**src/rtl/seg_scan_controller.sv**
```systemverilog
// seg_scan_controller: time-multiplexes one hex seven-segment decoder across
// N_DIGITS common-anode digits, with a tear-free double-buffered display value,
// a blanked lead-in at the start of every digit slot, and optional
// leading-zero blanking.
module seg_scan_controller #(
  parameter int N_DIGITS = 4,
  parameter int DWELL    = 50000,
  parameter int BLANK    = 500
) (
  input  logic                        clk,
  input  logic                        rst_n,
  input  logic                        enable,
  input  logic                        load,
  input  logic [4*N_DIGITS-1:0]       data_in,
  input  logic                        lzb,
  output logic [3:0]                  hex_nibble,
  output logic [N_DIGITS-1:0]         an_n,
  output logic [$clog2(N_DIGITS)-1:0] digit_idx,
  output logic                        frame_done
);

  localparam int DW = 4 * N_DIGITS;
  localparam int IW = $clog2(N_DIGITS);
  localparam int TW = $clog2(DWELL);

  localparam logic [TW-1:0]       TICK_LAST   = TW'(DWELL - 1);
  localparam logic [TW-1:0]       DRIVE_START = TW'(BLANK);
  localparam logic [IW-1:0]       DIGIT_LAST  = IW'(N_DIGITS - 1);
  localparam logic [N_DIGITS-1:0] DIGIT0_HOT  = N_DIGITS'(1);

  typedef enum logic [1:0] {
    ST_IDLE,
    ST_BLANK,
    ST_DRIVE
  } state_t;

  state_t              state;
  logic [TW-1:0]       tick;
  logic [TW-1:0]       tick_inc;
  logic [IW-1:0]       digit_next;
  logic [DW-1:0]       active;
  logic [DW-1:0]       pending;
  logic [DW-1:0]       active_next;
  logic                pending_valid;
  logic                scanning;
  logic                slot_end;
  logic                wrap;
  logic                all_zero;
  logic                suppress;
  logic [N_DIGITS-1:0] zero_from;

  // Slot and frame boundary decode, plus the value the active buffer takes at this edge
  always_comb begin
    scanning    = (state != ST_IDLE);
    slot_end    = scanning && (tick == TICK_LAST);
    wrap        = slot_end && (digit_idx == DIGIT_LAST);
    tick_inc    = tick + 1'b1;
    digit_next  = (digit_idx == DIGIT_LAST) ? '0 : digit_idx + 1'b1;
    active_next = active;
    if (wrap) begin
      if (load) begin
        active_next = data_in;
      end else if (pending_valid) begin
        active_next = pending;
      end
    end
  end

  // Leading-zero detection: zero_from[i] means nibbles i..N-1 of the active value are all zero
  always_comb begin
    zero_from = '0;
    all_zero  = 1'b1;
    for (int i = N_DIGITS - 1; i >= 0; i--) begin
      all_zero     = all_zero && (active[4*i +: 4] == 4'h0);
      zero_from[i] = all_zero;
    end
    suppress = lzb && (digit_idx != '0) && zero_from[digit_idx];
  end

  // Double buffer: writes land in pending and only move to active on a frame wrap
  always_ff @(posedge clk or negedge rst_n) begin
    if (!rst_n) begin
      active        <= '0;
      pending       <= '0;
      pending_valid <= 1'b0;
    end else if (wrap) begin
      active        <= active_next;
      pending_valid <= 1'b0;
    end else if (load) begin
      pending       <= data_in;
      pending_valid <= 1'b1;
    end
  end

  // Scan FSM: blank lead-in then drive for each slot, with registered decoder and anode outputs
  always_ff @(posedge clk or negedge rst_n) begin
    if (!rst_n) begin
      state      <= ST_IDLE;
      tick       <= '0;
      digit_idx  <= '0;
      hex_nibble <= 4'h0;
      an_n       <= '1;
      frame_done <= 1'b0;
    end else begin
      frame_done <= 1'b0;
      if (!enable) begin
        state     <= ST_IDLE;
        tick      <= '0;
        digit_idx <= '0;
        an_n      <= '1;
      end else if (state == ST_IDLE) begin
        state      <= ST_BLANK;
        tick       <= '0;
        digit_idx  <= '0;
        an_n       <= '1;
        hex_nibble <= active_next[3:0];
      end else if (slot_end) begin
        state      <= ST_BLANK;
        tick       <= '0;
        digit_idx  <= digit_next;
        an_n       <= '1;
        hex_nibble <= active_next[4*int'(digit_next) +: 4];
      end else begin
        tick <= tick_inc;
        if (tick_inc == DRIVE_START) begin
          state <= ST_DRIVE;
          an_n  <= suppress ? '1 : ~(DIGIT0_HOT << digit_idx);
        end
        if ((tick_inc == TICK_LAST) && (digit_idx == DIGIT_LAST)) begin
          frame_done <= 1'b1;
        end
      end
    end
  end

endmodule
```
**config.mk**
```make
export PLATFORM = sky130hd
export DESIGN_NAME = seg_scan_controller
export DESIGN_NICKNAME = d
export VERILOG_FILES = /design/src/rtl/seg_scan_controller.sv
export SDC_FILE = /design/constraint.sdc
export NUM_CORES = 1
export LEC_CHECK = 0
export CORE_UTILIZATION = 30
export DETAILED_ROUTE_END_ITERATION = 10
export SYNTH_ARGS = -nofsm -noshare
export SYNTH_HDL_FRONTEND = slang
export SYNTH_SLANG_ARGS = --single-unit
```
**constraint.sdc**
```tcl
create_clock -name clk -period 7 [get_ports clk]
set_input_delay 0.7 -clock clk [delete_from_list [all_inputs] [get_ports clk]]
set_output_delay 0.7 -clock clk [all_outputs]
set_load 0.02 [all_outputs]
```
Word level (Yosys, flattened, before mapping)
Index checks and enable logic that the tools add are counted.

cells by class
  equality and inequality tests = 6
  bitwise logic cells = 2
  $add $sub $neg = 2
  muxes and demuxes = 29
  reductions and logical operators = 19
  shift operators = 2
  $lt $le $gt $ge = 1

operators with widths
  kind                                                count
  2-to-1 mux 16 bit                                   6
  == test 16 bit, second input constant               2
  2-to-1 mux 4 bit                                    7
  adder 16 x 1 -> 16 bit, second input constant       1
  == test 16 x 9 -> 1 bit, second input constant      1
  logical NOT 4 bit                                   4
  2-to-1 mux 2 bit                                    8
  variable part select 16 x 5 -> 4 bit                1
  logical AND 1 bit                                   8
  nonzero test 2 bit                                  4
  2-to-1 mux 1 bit                                    7
  != test 4 x 1 -> 1 bit, second input constant       1
  NOT 4 bit                                           1
  AND reduction 2 bit                                 2
  << shifter 1 x 2 -> 4 bit, first input constant     1
  < comparator 2 x 3 -> 1 bit, second input constant  1
  != test 3 x 1 -> 1 bit, second input constant       1
  adder 2 x 1 -> 2 bit, second input constant         1
  binary-select mux 1 bit (select 2 bit)              1
  == test 2 bit, second input constant                1
  logical NOT 2 bit                                   1
  NOT 1 bit                                           1

storage, ports and cells
  flip-flop bits (word level) = 62

Longest topological paths before layout
Gate-level depths: netlist (run 1).

  word-level depth = 12
  gate-level depth with buffers = 9

Worst setup path before layout (run 1)
Ideal clock, no wire load.

  path type = register to register
  from = reg tick[0]
  to = reg pending[5]
  cell stages (with the launch flop) = 10
  clock period less this slack = 2288 ps
  data arrival time = 2164 ps
  setup slack = 4712 ps
  cell sequence = dfrtp_1 -> ha_1 -> and3_1 -> clkbuf_1 -> and4_1 -> clkbuf_1 -> nand2_2 -> nand2_4 -> buf_6 -> mux2_2

between the ends
  cells in the longest elaborated chain, start to end = 5

ends and longest elaborated chain
  element                               RTL line  source
  from (decl)                           38        logic [TW-1:0] tick;
  from (signal assigned)                124       tick <= tick_inc;
  == test 16 bit                        55        slot_end = scanning && (tick == TICK_LAST);
  logical AND 1 bit                     55
  logical AND 1 bit                     56        wrap = slot_end && (digit_idx == DIGIT_LAST);
  NOT 1 bit (no source line)            --
  AND reduction 2 bit (no source line)  --
  to (signal assigned)                  90        pending <= data_in;
  to (decl)                             42        logic [DW-1:0] pending;

Every way passes these cells.
A chain may end at the register's enable or synchronous reset.

Worst setup path after layout (run 1)
  from = reg tick[0]
  to = reg hex_nibble[0]

between the ends
  cells in the longest elaborated chain, start to end = 7
  elaborated cells on any way between the ends = 9

ends and longest elaborated chain
  element                               RTL line  source
  == test 16 bit *                      55
  logical AND 1 bit *                   55
  logical AND 1 bit                     56
  2-to-1 mux 16 bit                     60        if (wrap) begin
  variable part select 16 x 5 -> 4 bit  122       hex_nibble <= active_next[4*int'(digit_next) +: 4];
  2-to-1 mux 4 bit                      117       end else if (slot_end) begin
  2-to-1 mux 4 bit                      111       end else if (state == ST_IDLE) begin
  to (signal assigned)                  116       hex_nibble <= active_next[3:0];
  to (signal assigned)                  122
  to (decl)                             16        output logic [3:0] hex_nibble,

Mark *: on every way between the ends. The rest lies on a longest branch, timed or not. The select of a mux whose other input is x is not followed.

==> results of run 1 <==
[worst paths after layout]
kind,depth (start not counted),slack [ps],endpoint
setup / recovery,6,4130,hex_nibble[0]$_DFFE_PN0P_
hold / removal,1,500,pending[6]$_DFFE_PN0P_
setup reg to reg,6,4130,hex_nibble[0]$_DFFE_PN0P_
hold reg to reg,1,500,pending[6]$_DFFE_PN0P_
max in group asynchronous,2,5960,active[3]$_DFFE_PN0N_
min in group asynchronous,2,520,active[10]$_DFFE_PN0N_
[area by class of cell]
type / count / area, µm² / share of cell area, %
clock buffer: 9 / 123.9 / 3.137
multi-input combinational: 253 / 1697 / 42.97
timing repair buffer: 33 / 320.3 / 8.112
sequential: 62 / 1556 / 39.42
tap: 140 / 175.2 / 4.436
clock inverter: 7 / 50.05 / 1.267
inverter: 7 / 26.28 / 0.6654
[worst max-delay path: stages, from the launching register on]
cell	delay [ps]
dfrtp_1	440
ha_1	290
and3_1	290
nand4_1	570
o22ai_1	760
a21oi_1	160
o32ai_1	260
[per-stage QoR]
stage	setup WS (ps)	instances	util (%)	hold slack, ps	cell area (µm²)
floorplan	4712	340	-	404.4	3376
global placement	4148	495	34.67	475.7	3775
detailed placement	4085	495	34.67	482.8	3775
CTS	4166	511	36.27	501.9	3949
global route	3764	511	36.27	513.5	3949
finish	4131	511	36.27	501.3	3949
[registers in the layout (all words and copies together) (netlist names)]
name,flops
hex_nibble,4
tick,16
active,16
an_n,4
state,2
digit_idx,2
pending_valid,1
frame_done,1
pending,16
[power by group through the flow]
| stage | registers, mW | clock network [mW] | logic [mW] |
|---|---|---|---|
| 6_report | 0.387 | 0.281 | 0.0742 |
| 5_1_grt | 0.389 | 0.307 | 0.0829 |
| 4_1_cts | 0.387 | 0.290 | 0.0758 |
| 3_5_place_dp | 0.394 | 0 | 0.0755 |
| 3_3_place_gp | 0.394 | 0 | 0.0741 |
| 2_1_floorplan | 0.394 | 0 | 0.0374 |
[per-layer routing]
metal / share of wire, % / up-vias / track usage [%]
met5: 0 / - / 0
met4: 1.1 / 0 / 5.284
met3: 5.6 / 6 / 3.376
met2: 44 / 75 / 21.61
met1: 49 / 1298 / 20.90
li1: - / 1319 / -
[placed cells by master (no fill, tap or decap), types with 7 or more instances in the layout]
cell,instances
dfrtp_1,58
nor2_1,42
clkdlybuf4s50_1,30
a21oi_1,17
nand2_1,15
o21ai_0,11
nand3_1,11
o22ai_1,11
nor4_1,9
clkbuf_8,9
mux2_1,8
mux2_2,8
nand4_1,7
xor2_1,7
and3_1,7
ha_1,7
[cells by family after synthesis]
kind of cell | share of synthesized area [%]
AO/OA/AOI/OAI | 16.98
XOR/XNOR | 3.373
adder cells (fa/ha/maj) | 2.594
buffers and inverters | 3.632
flip-flops | 46.11
multiplexers | 6.524
AND/OR/NAND/NOR | 20.79
==> results.py, run 1 <==
metrics = {
    "pwr": {
        "ir_worst_vdd_v": 0.00009990,
        "power_density_nw_per_um2": 188.0,
        "intPower_uw": 540.8,
        "p_total_uw": 742.5,
        "pwr-share-seq_pct": 52.1,
        "pwr-share-clk_pct": 37.9,
        "leakage_nw": 1.520,
        "p_sw_uw": 201.7,
        "sw_frac_of_total_pct": 27.16,
        "p_comb_share_pct": 10.0,
    },
    "logic_synthesis": {
        "ys_types": 58,
        "synth_common_cells": "dfrtp_1 (58), nor2_1 (42), a21oi_1 (17)",
        "syn_area_per_cell_um2": 9.929,
        "synth_top_area_cell": "dfrtp_1",
        "synth_top_cell_area_share_pct": 42.99,
        "ys_warn_count": 0,
        "yosysMostFrequentCell": "dfrtp_1",
        "syn_nets": 368,
        "synth_area_um2": 3376,
        "ys_ff_latch": 62,
        "syn_inst": 340,
        "synth_edf_count": 0,
        "synth-main-ff-cell": "dfrtp_1",
        "synth.area.top_cells": "dfrtp_1 (43%), nor2_1 (4.7%), dfstp_2 (3.1%)",
        "yosysSeqAreaShare_pct": 46.11,
        "ys_async_sr_fraction_pct": 100.0,
    },
    "clocking": {
        "cts-htree-levels": 3,
        "clock_path_buffers": 2,
        "hold_buffers": 0,
        "cts_buffers": 9,
        "tritoncts": "done",
        "clk_pin_slew_ps": 80,
        "cts_resized": 0,
        "cts.sinks": 62,
        "cts_setup_buffers": 0,
        "cts_root_buf": "clkbuf_8",
        "clock_latency_ps": 350,
    },
    "sta": {
        "period_share_pct": 40.99,
        "hold_viol": 0,
        "setup_violations": 0,
        "slew_headroom_pct": 27.82,
        "maxSlewViolCount": 0,
        "skew_ps": 16.91,
        "setup_tns_ps": 0,
        "tightestPinTransition_ps": 1073,
        "fmax_ghz": 0.3485,
        "rsz0062_at_grt": "no",
        "fin_crit_ps": 2869,
    },
    "run_status": {
        "outcome": "finished, final reports clean",
    },
    "setup_path": {
        "cp.required_ps": 7240,
        "arrival_ps": 3110,
        "crit_start": "tick[0]$_DFF_PN0_",
        "critPathCaptureType": "flop",
        "crit_fanout": 16,
        "start_kind": "flop",
        "r2r_start": "tick[0]$_DFF_PN0_",
        "critPathKind": "reg -> reg",
    },
    "global_routing": {
        "grt_pass1_vias": 2617,
        "grt_start_max_net_pins": 63,
        "grt_pass1_wl_um": 13280,
        "grt-ovfl-total": 0,
        "antenna_found_initial": 0,
        "grt.total_usage_pct": 14.69,
    },
    "finish": {
        "fin_nets": 394,
        "area_delta_synth_final_pct": 16.98,
        "drive_gt1_share_pct": 10.78,
        "fillCellCount": 1075,
        "n_antenna_cell": 0,
    },
    "min_path": {
        "hp-start": "pending[6]$_DFFE_PN0P_",
        "hold_path_class": "reg -> reg",
    },
    "placed_design": {
        "gp_congestion": 0.9375,
        "dp_hpwl_um": 5512,
        "port_buffers": 31,
    },
    "routing": {
        "via_per_inst": 5.280,
        "drtPass1Iterations": 5,
        "wirelength_um": 7754,
        "num_vias": 2698,
        "dr.first_iter.drc_count": 247,
        "ant_nets": 0,
        "wl_per_cell_um": 15.17,
        "route.detailed.drc": 0,
    },
    "die": {
        "dieHeight_um": 108.1,
        "pin_count": 32,
        "num_rows": 38,
        "coreArea_um2": 10890,
        "start_util_pct": 31.00,
        "fp.dieArea_um2": 11680,
        "die_w_um": 108.1,
    },
    "flow_run": {
        "maxCapViolCount": 0,
    },
}
Power figures use the tool's default switching activity.
==> inputs of run 2 (changes only) <==
==> constraint.sdc (replaced) <==
create_clock -name clk -period 2.43 [get_ports clk]
set_input_delay 0.243 -clock clk [delete_from_list [all_inputs] [get_ports clk]]
set_output_delay 0.243 -clock clk [all_outputs]
set_load 0.02 [all_outputs]
==> run 2 against run 1 <==
Clock skew is 7.7 ps lower; critical path depth shrank 1; clock-buffer cell count is the same; routed wire length rose by 7.8%; final cell count rose by 4.7%.
==> results.py, run 2 (synthesis results as in run 1) <==
metrics = {
    "run_status": {
        "outcome": "finished, final reports clean",
    },
    "setup_path": {
        "critPathKind": "reg -> reg",
        "path_cells": "or4b_1, or3_4, or2_4, a211o_1, a32o_1",
        "reg2reg_slack_ps": 140,
        "reg2reg_depth": 5,
        "r2r_start": "tick[7]$_DFF_PN0_",
        "critPathCaptureType": "flop",
        "arrival_ps": 2540,
        "crit_fanout": 12,
        "start_kind": "flop",
        "cp.required_ps": 2680,
        "cpMaxStageDelayCell": "or4b_1",
        "max_stage_delay_ps": 550,
        "r2r-end": "hex_nibble[2]$_DFFE_PN0P_",
        "crit_start": "tick[7]$_DFF_PN0_",
    },
    "die": {
        "fp.dieArea_um2": 11680,
        "die_w_um": 108.1,
        "pin_count": 32,
        "dieHeight_um": 108.1,
        "coreArea_um2": 10890,
        "num_rows": 38,
        "start_util_pct": 31.00,
    },
    "min_path": {
        "hold_path_class": "in -> async",
    },
    "finish": {
        "fin_nets": 418,
        "final_cells": 535,
        "reg_top3": "active: 16 flops, pending: 16 flops, tick: 16 flops",
        "final_cell_mix": "dfrtp_1 (58), nor2_1 (42), clkdlybuf4s50_1 (30)",
        "n_antenna_cell": 0,
        "drive_gt1_share_pct": 16.20,
        "area_delta_synth_final_pct": 23.20,
        "final_common_cell": "dfrtp_1",
    },
    "clocking": {
        "clock_path_buffers": 2,
        "tritoncts": "done",
        "clock_latency_ps": 360,
        "cts.sinks": 62,
        "cts_root_buf": "clkbuf_8",
        "clk_pin_slew_ps": 80,
        "cts-htree-levels": 3,
        "cts_buffers": 9,
    },
    "placed_design": {
        "dp_hpwl_um": 6176,
        "port_buffers": 31,
        "place_inst": 518,
        "gp_congestion": 0.8785,
    },
    "pwr": {
        "leakage_nw": 1.637,
        "ir_worst_vdd_v": 0.0002002,
        "power_density_nw_per_um2": 519.3,
    },
    "sta": {
        "skew_ps": 9.223,
        "fmax_ghz": 0.4375,
        "period_share_pct": 94.06,
        "rsz0062_at_grt": "no",
        "setup_tns_ps": 0,
        "setup_violations": 0,
        "tightestPinTransition_ps": 716.7,
        "slew_headroom_pct": 52.22,
        "hold_viol": 0,
        "maxSlewViolCount": 0,
        "fin_crit_ps": 2286,
    },
    "global_routing": {
        "grt_pass1_wl_um": 14030,
        "antenna_found_initial": 0,
        "grt_pass1_vias": 2747,
        "grt_start_max_net_pins": 35,
        "grt-ovfl-total": 0,
        "grt.total_usage_pct": 15.80,
    },
    "routing": {
        "num_vias": 2856,
        "drtPass1Iterations": 4,
        "ant_nets": 0,
        "wirelength_um": 8355,
        "route.detailed.drc": 0,
        "dr.first_iter.drc_count": 184,
        "wl_per_cell_um": 15.62,
        "via_per_inst": 5.338,
    },
    "flow_run": {
        "maxCapViolCount": 0,
    },
}
## run 2: cell types whose count changed in the layout (fill, tap and decap cells not counted), sizes merged
cell / delta
buf: +23
clkinv: -3
clkinvlp: +3
dlygate4sd3: +1
## run 2: layer usage
layer,part of all wire [%],track usage [%],vias to the layer above
li1,-,-,1362
met4,2.6,9.295,0
met3,5.7,2.351,14
met2,43,22.66,100
met1,49,22.37,1380
met5,0,0,-
## run 2: metrics by stage
| step | power (mW) | instance area [µm²] | setup slack, ps | util (%) | hold slack, ps |
|---|---|---|---|---|---|
| detailed placement | 1.362 | 3973 | 149.7 | 36.49 | 344.5 |
| CTS | 2.188 | 4156 | 151.5 | 38.18 | 483.8 |
| global placement | 1.358 | 3973 | 199.7 | 36.49 | 330.4 |
| finish | 2.160 | 4159 | 144.3 | 38.20 | 473.7 |
| floorplan | 1.243 | 3376 | 141.6 | - | -52.59 |
| global route | 2.259 | 4159 | 16.52 | 38.20 | 516.5 |
## run 2: cell type report
| class | instances | area, µm² |
|---|---|---|
| repair buffers | 57 | 528.0 |
| inverters | 7 | 26.28 |
| clock buffers | 9 | 123.9 |
| flip-flops and latches | 62 | 1556 |
| clock inverters | 7 | 50.05 |
| fillers | 1073 | 6729 |
| well taps | 140 | 175.2 |
| multi-input cells | 253 | 1699 |
## run 2: worst max-delay path by stage
stage,to,slack [ps],depth (start not counted)
6_report,hex_nibble[2]$_DFFE_PN0P_,140,5
5_1_grt,hex_nibble[2]$_DFFE_PN0P_,20,6
4_1_cts,hex_nibble[2]$_DFFE_PN0P_,150,5
3_5_place_dp,hex_nibble[2]$_DFFE_PN0P_,150,6
3_3_place_gp,hex_nibble[2]$_DFFE_PN0P_,200,5
2_1_floorplan,pending[5]$_DFFE_PN0P_,140,9
## run 2: timing repair
action,4_1_cts,5_1_grt
hold buffers,1,0
endpoints found under the setup margin,0,1
hold endpoints to repair,26,0
buffers inserted,0,0
gates resized for setup,0,1
## run 2: where the power goes
| group | leakage (nW) | internal [mW] | switching [mW] | total, mW |
|---|---|---|---|---|
| Sequential | 0.774 | 1.08 | 0.0316 | 1.11 |
| Combinational | 0.782 | 0.113 | 0.114 | 0.228 |
| Clock | 0.0816 | 0.370 | 0.450 | 0.820 |
| Total | 1.64 | 1.56 | 0.596 | 2.16 |
## run 2: critical path, delay by kind of cell, from the launching register on
family             cells  cell delay [ps]
AOI/OAI and AO/OA      2              510
DFF                    1              380
and+or+nand+nor        3             1300
==> inputs of run 3 (changes only) <==
--- a/config.mk
+++ b/config.mk
@@ -5,6 +5,7 @@
 export SDC_FILE = /design/constraint.sdc
 export NUM_CORES = 1
 export LEC_CHECK = 0
+export CAP_MARGIN = 20
 export CORE_UTILIZATION = 30
 export DETAILED_ROUTE_END_ITERATION = 10
 export SYNTH_ARGS = -nofsm -noshare
==> constraint.sdc (replaced) <==
create_clock -name clk -period 2 [get_ports clk]
set_input_delay 0.2 -clock clk [delete_from_list [all_inputs] [get_ports clk]]
set_output_delay 0.2 -clock clk [all_outputs]
set_load 0.02 [all_outputs]
==> run 3 against run 2 <==
The run now ends with setup timing left; first-iteration DRC count down 35%; sequential power increased by 22%; clock skew up 1.7 ps; highest routed layer unchanged; critical endpoint unchanged; maximum frequency grew 8.2%; combinational power up 34%; largest power group unchanged.
==> results.py, run 3 (synthesis results as in run 1) <==
metrics = {
    "routing": {
        "dr.first_iter.drc_count": 119,
        "ant_nets": 0,
        "num_vias": 2997,
        "route.detailed.drc": 0,
        "via_per_inst": 5.185,
        "wl_per_cell_um": 15.39,
        "drtPass1Iterations": 4,
        "wirelength_um": 8893,
    },
    "pwr": {
        "power_density_nw_per_um2": 612.9,
        "leakage_nw": 1.925,
        "ir_worst_vdd_v": 0.0003460,
    },
    "finish": {
        "stdcell_area_um2": 4695,
        "reg_top3": "active: 16 flops, pending: 16 flops, tick: 16 flops",
        "area_delta_synth_final_pct": 39.07,
        "fin_nets": 461,
        "drive_gt1_share_pct": 29.00,
        "final_cell_mix": "buf_4 (61), dfrtp_1 (55), nor2_1 (41)",
        "final_common_cell": "buf_4",
        "n_antenna_cell": 0,
        "final_cells": 578,
    },
    "global_routing": {
        "antenna_found_initial": 0,
        "grtUsageMet3_pct": 3.074,
        "grt_use_met2_pct": 25.11,
        "grt_pass1_vias": 2897,
        "grt.total_usage_pct": 16.30,
        "grt-ovfl-total": 0,
        "grtUsageMet1_pct": 22.44,
        "top_usage_layer": "met2",
        "grt_pass1_wl_um": 14440,
        "grt_start_max_net_pins": 46,
    },
    "setup_path": {
        "critPathCaptureType": "flop",
        "cp.buffers_inverters": 0,
        "path_cells": "or4b_4, or3_4, or2_4, a211o_1, a32o_1",
        "critPathKind": "reg -> reg",
        "start_kind": "flop",
        "max_stage_delay_ps": 540,
        "crit_family": "simple AND/OR/NAND/NOR gates",
        "cpMaxStageDelayCell": "or4b_4",
        "cp.required_ps": 2220,
        "arrival_ps": 2340,
        "crit_fanout": 6,
    },
    "sta": {
        "setup_tns_ps": -256.9,
        "rsz0062_at_grt": "yes",
        "period_share_pct": 105.6,
        "fmax_ghz": 0.4733,
        "setup_violations": 4,
        "layout_setup_ws_ps": -112.6,
        "fin_crit_ps": 2113,
        "maxSlewViolCount": 0,
        "slew_headroom_pct": 70.76,
        "hold_slack_ps": 327.0,
        "skew_ps": 10.94,
        "tightestPinTransition_ps": 434.0,
        "hold_viol": 0,
    },
    "die": {
        "start_util_pct": 31.00,
        "num_rows": 38,
        "fp.dieArea_um2": 11680,
        "pin_count": 32,
        "coreArea_um2": 10890,
        "die_w_um": 108.1,
        "dieHeight_um": 108.1,
    },
    "clocking": {
        "cts_buffers": 9,
        "cts.sinks": 62,
        "clk_pin_slew_ps": 70,
        "cts-htree-levels": 3,
        "tritoncts": "done",
        "clock_path_buffers": 2,
        "cts_root_buf": "clkbuf_8",
        "clock_latency_ps": 340,
    },
    "placed_design": {
        "port_buffers": 31,
        "gp_congestion": 0.8296,
        "dp_hpwl_um": 6574,
        "place_area_um2": 4307,
        "dpl_worst_slack_ps": -157.8,
        "place_inst": 558,
    },
    "run_status": {
        "violations": "setup timing",
        "outcome": "finished with violations",
    },
    "min_path": {
        "hold_path_class": "in -> async",
    },
    "flow_run": {
        "maxCapViolCount": 0,
    },
}
## run 3: changes by cell type in the layout (fill, tap and decap cells not counted), moves of 3 or more
cell,change
and4_1,-3
clkinvlp_4,-3
buf_4,+38
nor4_4,+4
buf_6,+5
nor4_1,-3
dfrtp_1,-3
dfrtp_2,+3
## run 3: path summary, 6_finish.rpt
path	startpoint	to	slack (ps)	cells past startpoint
worst min register to register	pending[12]$_DFFE_PN0P_	pending[12]$_DFFE_PN0P_	490	1
worst max-delay path	tick[4]$_DFF_PN0_	hex_nibble[2]$_DFFE_PN0P_	-110	5
min in group clk	data_in[8]	pending[8]$_DFFE_PN0P_	490	2
max in group asynchronous	rst_n	hex_nibble[1]$_DFFE_PN0P_	1090	3
worst min-delay path	rst_n	tick[2]$_DFF_PN0_	330	2
worst max register to register	tick[4]$_DFF_PN0_	hex_nibble[2]$_DFFE_PN0P_	-110	5
## run 3: cell type report
class,instances,area (µm²)
clock inverter,4,70.07
inverter,7,26.28
multi-input combinational,253,1848
fill,1042,6193
sequential,62,1560
timing repair buffer,100,869.6
tap,140,175.2
clock buffer,12,145.1
## run 3: metal layers
layer / wire length [µm] / up-vias
li1: - / 1452
met1: 4354 / 1499
met2: 4197 / 39
met3: 247 / 7
met4: 93 / 0
met5: 0 / -
## run 3: through the flow
stage	utilization (%)	power [mW]
2_1_floorplan	-	1.512
3_3_place_gp	39.55	1.670
3_5_place_dp	39.55	1.678
4_1_cts	42.30	2.909
5_1_grt	43.12	3.005
6_report	43.12	2.877
## run 3: repair_timing
action                                 CTS  global route
pin swaps                                6             7
setup endpoints to repair                9            31
resized for setup                       14            16
hold buffers                             1             0
setup buffers                            1             2
endpoints found under the hold margin   13             0
## run 3: where the power goes
part           internal, mW  leakage (nW)  switching (mW)
clock                 0.733         0.110           0.485
sequential             1.31         0.769          0.0400
combinational         0.156          1.05           0.149
total                  2.20          1.93           0.674
